===== config.mk =====
export PLATFORM = sky130hd
export DESIGN_NAME = branch_issue_sched
export DESIGN_NICKNAME = d
export VERILOG_FILES = /design/src/rtl/branch_issue_sched.sv
export SDC_FILE = /design/constraint.sdc
export NUM_CORES = 1
export LEC_CHECK = 0
export BUFFER_PORTS_ARGS = -buffer_cell sky130_fd_sc_hd__buf_2
export CORE_ASPECT_RATIO = 1.25
export CORE_MARGIN = 10
export CORE_UTILIZATION = 30
export DETAILED_ROUTE_END_ITERATION = 8
export SYNTH_ARGS = -nofsm -noshare
export SYNTH_HDL_FRONTEND = slang
export SYNTH_SLANG_ARGS = --single-unit

===== constraint.sdc =====
create_clock -name clk_i -period 3.9 [get_ports clk_i]
set_input_delay 0.39 -clock clk_i [delete_from_list [all_inputs] [get_ports clk_i]]
set_output_delay 0.39 -clock clk_i [all_outputs]
set_load 0.02 [all_outputs]

===== src/rtl/branch_issue_sched.sv =====
// branch_issue_sched: in-order issue queue for the branch unit.
// Entries wait in a circular buffer until both operands are valid.
// Operands become valid when a matching result appears on the CDB.
// Only the head entry can issue, and at most one entry issues per cycle.
// Optional feature (macro BRANCH_SCHED_BYPASS_EN): the head can issue in
// the same cycle that the CDB delivers its last missing operand. In that
// case the operand value is taken directly from the CDB.
// CDB packing, MSB to LSB: {valid, dest tag, flags, result}.
//
// Handshake: a branch op moves into the queue on a rising edge where
// enq_v_i && enq_ready_o. enq_ready_o depends only on the queue being full;
// it does not depend on an issue in the same cycle. An issue to the branch
// unit is a one-cycle pulse on exe_v_o, and the issue data is valid with it.
module branch_issue_sched #(
   parameter int DEPTH_P      = 4,
   parameter int WIDTH_OP     = 6,
   parameter int WORD_SIZE_P  = 16,
   parameter int ROB_ENTRY    = 16,
   parameter int NUM_PHYS_REG = 32,
   parameter int FLAGS_W      = 4,
   localparam int ROB_W       = $clog2(ROB_ENTRY),
   localparam int TAG_W       = $clog2(NUM_PHYS_REG),
   localparam int CDB_WIDTH   = 1 + TAG_W + FLAGS_W + WORD_SIZE_P,
   localparam int AW          = $clog2(DEPTH_P)
) (
   input  logic                   clk_i,
   input  logic                   reset_i,
   input  logic                   enq_v_i,
   output logic                   enq_ready_o,
   input  logic [WIDTH_OP-1:0]    enq_opcode_i,
   input  logic [WORD_SIZE_P-1:0] enq_pc_i,
   input  logic [ROB_W-1:0]       enq_rob_dest_i,
   input  logic [TAG_W-1:0]       enq_reg_dest_i,
   input  logic                   enq_op1_v_i,
   input  logic [WORD_SIZE_P-1:0] enq_op1_i,
   input  logic [TAG_W-1:0]       enq_op1_tag_i,
   input  logic                   enq_op2_v_i,
   input  logic [WORD_SIZE_P-1:0] enq_op2_i,
   input  logic [TAG_W-1:0]       enq_op2_tag_i,
   input  logic [CDB_WIDTH-1:0]   cdb_i,
   input  logic                   flush_i,
   output logic                   exe_v_o,
   output logic [WIDTH_OP-1:0]    opcode_o,
   output logic [WORD_SIZE_P-1:0] pc_o,
   output logic [WORD_SIZE_P-1:0] operand1_o,
   output logic [WORD_SIZE_P-1:0] operand2_o,
   output logic [ROB_W-1:0]       rob_dest_o,
   output logic [TAG_W-1:0]       reg_dest_o,
   output logic [AW:0]            count_o
);

   localparam logic [AW:0] PTR_ONE = {{AW{1'b0}}, 1'b1};

   // Pointers carry one wrap bit above the index.
   logic [AW:0] r_head, r_tail;

   // Storage for each queue entry.
   logic [WIDTH_OP-1:0]    r_opc     [DEPTH_P];
   logic [WORD_SIZE_P-1:0] r_pc      [DEPTH_P];
   logic [ROB_W-1:0]       r_rob     [DEPTH_P];
   logic [TAG_W-1:0]       r_rdst    [DEPTH_P];
   logic [DEPTH_P-1:0]     r_op1_v;
   logic [DEPTH_P-1:0]     r_op2_v;
   logic [WORD_SIZE_P-1:0] r_op1     [DEPTH_P];
   logic [WORD_SIZE_P-1:0] r_op2     [DEPTH_P];
   logic [TAG_W-1:0]       r_op1_tag [DEPTH_P];
   logic [TAG_W-1:0]       r_op2_tag [DEPTH_P];

   logic [AW-1:0]          w_head_idx, w_tail_idx;
   logic                   w_full, w_empty, w_enq, w_pop;
   logic                   w_cdb_v;
   logic [TAG_W-1:0]       w_cdb_dest;
   logic [WORD_SIZE_P-1:0] w_cdb_res;
   logic                   w_unused_flags;
   logic [DEPTH_P-1:0]     w_wake1, w_wake2;
   logic                   w_enq_op1_v, w_enq_op2_v;
   logic [WORD_SIZE_P-1:0] w_enq_op1, w_enq_op2;
   logic                   w_h_op1_rdy, w_h_op2_rdy;
   logic [WORD_SIZE_P-1:0] w_h_op1, w_h_op2;

   assign w_cdb_v        = cdb_i[CDB_WIDTH-1];
   assign w_cdb_dest     = cdb_i[WORD_SIZE_P+FLAGS_W +: TAG_W];
   assign w_cdb_res      = cdb_i[WORD_SIZE_P-1:0];
   assign w_unused_flags = ^cdb_i[WORD_SIZE_P +: FLAGS_W];

   assign w_head_idx  = r_head[AW-1:0];
   assign w_tail_idx  = r_tail[AW-1:0];
   assign w_empty     = (r_head == r_tail);
   assign w_full      = (w_head_idx == w_tail_idx) && (r_head[AW] != r_tail[AW]);
   assign w_enq       = enq_v_i && !w_full;
   assign enq_ready_o = !w_full;
   assign count_o     = r_tail - r_head;

   // An enqueuing operand captures a same-cycle broadcast so the result is not lost.
   assign w_enq_op1_v = enq_op1_v_i || (w_cdb_v && (enq_op1_tag_i == w_cdb_dest));
   assign w_enq_op2_v = enq_op2_v_i || (w_cdb_v && (enq_op2_tag_i == w_cdb_dest));
   assign w_enq_op1   = enq_op1_v_i ? enq_op1_i : w_cdb_res;
   assign w_enq_op2   = enq_op2_v_i ? enq_op2_i : w_cdb_res;

   // Find stored operands that this cycle's broadcast wakes up.
   always_comb begin
      w_wake1 = '0;
      w_wake2 = '0;
      for (int i = 0; i < DEPTH_P; i++) begin
         w_wake1[i] = w_cdb_v && !r_op1_v[i] && (r_op1_tag[i] == w_cdb_dest);
         w_wake2[i] = w_cdb_v && !r_op2_v[i] && (r_op2_tag[i] == w_cdb_dest);
      end
   end

   // Decide if the head can issue, and which operand values it sends.
   always_comb begin
      w_h_op1_rdy = r_op1_v[w_head_idx];
      w_h_op2_rdy = r_op2_v[w_head_idx];
      w_h_op1     = r_op1[w_head_idx];
      w_h_op2     = r_op2[w_head_idx];
`ifdef BRANCH_SCHED_BYPASS_EN
      if (w_wake1[w_head_idx]) begin
         w_h_op1_rdy = 1'b1;
         w_h_op1     = w_cdb_res;
      end
      if (w_wake2[w_head_idx]) begin
         w_h_op2_rdy = 1'b1;
         w_h_op2     = w_cdb_res;
      end
`else
      // The head waits for the stored wakeup and issues one cycle later.
`endif
      w_pop = !w_empty && w_h_op1_rdy && w_h_op2_rdy;
   end

   // Update the head and tail pointers. Flush empties the queue.
   always_ff @(posedge clk_i) begin
      if (reset_i || flush_i) begin
         r_head <= '0;
         r_tail <= '0;
      end else begin
         if (w_enq) r_tail <= r_tail + PTR_ONE;
         if (w_pop) r_head <= r_head + PTR_ONE;
      end
   end

   // Operand valid bits: set by wakeup, and loaded on enqueue (the tail slot is always free).
   always_ff @(posedge clk_i) begin
      if (reset_i) begin
         r_op1_v <= '0;
         r_op2_v <= '0;
      end else if (!flush_i) begin
         for (int i = 0; i < DEPTH_P; i++) begin
            if (w_wake1[i]) r_op1_v[i] <= 1'b1;
            if (w_wake2[i]) r_op2_v[i] <= 1'b1;
            if (w_enq && (w_tail_idx == AW'(i))) begin
               r_op1_v[i] <= w_enq_op1_v;
               r_op2_v[i] <= w_enq_op2_v;
            end
         end
      end
   end

   // Entry payload: write the fields on enqueue, and capture woken operand values.
   always_ff @(posedge clk_i) begin
      if (!reset_i && !flush_i) begin
         for (int i = 0; i < DEPTH_P; i++) begin
            if (w_wake1[i]) r_op1[i] <= w_cdb_res;
            if (w_wake2[i]) r_op2[i] <= w_cdb_res;
            if (w_enq && (w_tail_idx == AW'(i))) begin
               r_opc[i]     <= enq_opcode_i;
               r_pc[i]      <= enq_pc_i;
               r_rob[i]     <= enq_rob_dest_i;
               r_rdst[i]    <= enq_reg_dest_i;
               r_op1[i]     <= w_enq_op1;
               r_op2[i]     <= w_enq_op2;
               r_op1_tag[i] <= enq_op1_tag_i;
               r_op2_tag[i] <= enq_op2_tag_i;
            end
         end
      end
   end

   // Registered issue to the branch unit: a one-cycle pulse for each popped entry.
   always_ff @(posedge clk_i) begin
      if (reset_i) begin
         exe_v_o    <= 1'b0;
         opcode_o   <= '0;
         pc_o       <= '0;
         operand1_o <= '0;
         operand2_o <= '0;
         rob_dest_o <= '0;
         reg_dest_o <= '0;
      end else if (flush_i) begin
         exe_v_o <= 1'b0;
      end else begin
         exe_v_o <= w_pop;
         if (w_pop) begin
            opcode_o   <= r_opc[w_head_idx];
            pc_o       <= r_pc[w_head_idx];
            operand1_o <= w_h_op1;
            operand2_o <= w_h_op2;
            rob_dest_o <= r_rob[w_head_idx];
            reg_dest_o <= r_rdst[w_head_idx];
         end
      end
   end

endmodule


==> flow_metrics.py <==
metrics = {
    "placement": {
        "gp_congestion": 0.764,
        "place_hpwl_um": 28000,
        "placed_area_sq_um": 17700,
        "port_buffers": 168,
    },
    "drt": {
        "post-route-drc-count": 0,
        "drt-wirelength-per-cell_um": 23.3,
        "postRouteAntennaNets": 0,
        "viasPerCell": 4.98,
        "drt_wl_total_um": 43500,
        "met1Wirelength_um": 17200,
        "met3_length_um": 2600,
        "firstDrtPassIters": 5,
        "top_signal_layer_used": "met5",
        "met2_length_um": 22500,
        "initialDrtViolationCount": 664,
        "vias": 9306,
    },
    "sta": {
        "setup_violations": 0,
        "holdWs_ns": 0.0458,
        "finClkSkew_ns": 0.0248,
        "rsz0062_at_grt": "no",
        "fmax_ghz": 0.345,
        "drv_slew": 0,
        "finalCritPeriodShare_pct": 74.2,
        "hold_viol": 0,
        "slew_headroom_pct": 41.4,
        "period_needed_ns": 2.89,
        "tns_ns": 0,
        "tightest_slew_ns": 0.878,
    },
    "status": {
        "outcome": "completed",
    },
    "synth": {
        "synth_cells": 1000,
        "synth_ff_type": "edfxtp_1",
        "syn_nets": 1113,
        "synth_area_leaders": "edfxtp_1, dfxtp_1, mux4_2, mux2_4, mux2_2",
        "yosys.area.top_type_share_pct": 54.6,
        "synth_most_common_cell": "edfxtp_1",
        "syn_area_sq_um": 16100,
        "avgSynthCellArea_sq_um": 16.1,
        "yosysSeqAreaShare_pct": 64.3,
        "ys_warn_count": 0,
        "async_flop_share_pct": 0,
        "yosys-top-cells-count": "edfxtp_1, a21oi_1, dfxtp_1, mux2_2, o21ai_0",
        "synth-seq-cells": 370,
        "yosys.area.top_type": "edfxtp_1",
        "synth-edff-count": 292,
        "ys_types": 39,
    },
    "setup_path": {
        "worstReg2RegStart": "r_head[1]$_SDFFE_PN0P_",
        "ff2ff_path_depth": 6,
        "r2r_slack_ns": 1.01,
        "critPathKind": "reg -> reg",
        "end_kind": "flop",
        "r2r-end": "r_op1[1][2]$_DFFE_PP_",
        "worstSetupStartpointType": "flop",
        "path_max_fanout": 27,
        "crit_required_ns": 4.19,
        "cp.arrival_ns": 3.18,
    },
    "layout": {
        "final_core_util_pct": 36.1,
        "finalInstanceArea_sq_um": 19000,
        "final_nets": 1278,
        "areaGrowthSynthToFinish_pct": 18.6,
        "drive_gt1_share_pct": 40.0,
    },
    "floorplanning": {
        "initial_core_util_pct": 30.4,
        "core_area_sq_um": 52800,
        "rows": 94,
        "die_w_um": 227,
        "dieHeight_um": 279,
        "io_pins": 173,
        "die_area_sq_um": 63300,
    },
    "clock_network": {
        "clock_path_buffers": 3,
        "cts_resized": 0,
        "cts_root_buffer": "clkbuf_16",
        "cts_tree": "yes",
        "clkSinkCount": 370,
        "ctsHoldBuffers": 0,
        "clk_pin_slew_ns": 0.07,
        "cts-buffers-inserted": 40,
        "cts_max_level": 2,
        "clk_latency_ns": 0.56,
        "cts_setup_buffers": 0,
    },
    "power": {
        "power.leakage_uw": 0.00663,
        "p_per_area_nw_per_um2": 454,
        "irDropWorstVdd_mv": 0.272,
    },
    "grt": {
        "antenna_found_initial": 16,
        "grtUsageTotal_pct": 13.7,
        "grt-ovfl-total": 0,
        "grt_max_degree": 66,
        "grt_pass1_vias": 9721,
        "grt_pass1_wl_um": 64100,
    },
    "worst_hold_path": {
        "worstHoldEndpoint": "r_pc[2][4]$_DFFE_PP_",
        "hold_path.class": "in -> reg",
        "hold_depth": 1,
        "hold_path.startpoint": "enq_pc_i[4]",
    },
    "run": {
        "maxCapViolations": 0,
    },
}
[layer usage]
| layer | vias to the layer above | global-route usage (%) |
|---|---|---|
| li1 | 4222 | - |
| met1 | 4722 | 16.1 |
| met2 | 257 | 24.1 |
| met3 | 87 | 3.31 |
| met4 | 18 | 4.26 |
| met5 | - | 0 |
[worst max-delay path by stage]
stage	start	depth (start not counted)	slack, ns	to
floorplan	r_head[1]$_SDFFE_PN0P_	6	1.25	r_op1_tag[0][0]$_DFFE_PP_
global placement	r_head[1]$_SDFFE_PN0P_	6	0.97	r_opc[1][3]$_DFFE_PP_
detailed placement	r_head[1]$_SDFFE_PN0P_	6	0.94	r_opc[1][3]$_DFFE_PP_
CTS	r_head[1]$_SDFFE_PN0P_	6	0.95	r_op1[1][2]$_DFFE_PP_
global route	r_head[1]$_SDFFE_PN0P_	7	0.81	pc_o[11]$_SDFFE_PP0P_
finish	r_head[1]$_SDFFE_PN0P_	6	1.01	r_op1[1][2]$_DFFE_PP_
[cells in the final DEF, fill, tap and decap left out, drive strengths merged, types with 2 or more instances in the layout]
master    netlist  layout
clkbuf         46      53
nor4           10      10
dfxtp          78      78
edfxtp        292     292
o211ai          2       2
inv            14      17
nor2           12      12
xnor2           5       5
bufinv          0       4
nand2           9       9
and2            9       9
nor3            9       9
nand3b          4       4
clkinv          0      10
nand3          74      74
buf            24     193
a31oi           2       2
diode           0       2
o21ai          67      67
mux4           65      65
mux2          128     128
ha              7       7
a221oi          8       8
a21oi          79      79
xor2           50      50
clkinvlp        0       3
[power breakdown]
part	internal, uW	total (uW)	leakage (uW)	switching (uW)
registers	4290	4300	0.00327	11.9
clock network	2330	3930	0.000665	1600
logic	173	404	0.00270	231
[per-stage QoR]
step           setup WS (ns)  std cells  power, uW
2_1_floorplan           1.25       1000       4620
3_3_place_gp           0.969       1795       4780
3_5_place_dp           0.945       1795       4800
4_1_cts                0.947       1868       8750
5_1_grt                0.813       1869       8930
6_report                1.01       1870       8640
[final cells by class]
cell class                      count  area [sq um]
Fill cell                        4965         33800
Tap cell                          672           841
Timing Repair Buffer              193          1070
Multi-Input combinational cell    546          5370
Sequential cell                   370         10300
Inverter                           14          52.6
Clock inverter                     20           245
Antenna cell                        2          5.00
Clock buffer                       53          1130
[flip-flops by register name, indices dropped and copies added, names as in the netlist]
register	count
exe_v_o	1
opcode_o	6
operand1_o	16
operand2_o	16
pc_o	16
r_head	3
r_op1	64
r_op1_tag	20
r_op1_v	4
r_op2	64
r_op2_tag	20
r_op2_v	4
r_opc	24
r_pc	64
r_rdst	20
r_rob	16
r_tail	3
reg_dest_o	5
rob_dest_o	4
[worst max-delay path: stages, from the launching register on]
cell and delay [ns]:
dfxtp_4 0.62, inv_1 0.16, ha_1 0.33, nand2_1 0.16, o211a_4 0.34, nand3_2 0.54, mux2_2 0.48
[kinds of logic after synthesis]
family | share of synthesized area, %
DFF | 64.3
muxes | 19.5
AOI/OAI and AO/OA | 5.34
and+or+nand+nor | 4.66
buffers and inverters | 2.50
xor gates and xnor gates | 3.05
adders and majority gates | 0.670
(Power assumes the default switching activity.)
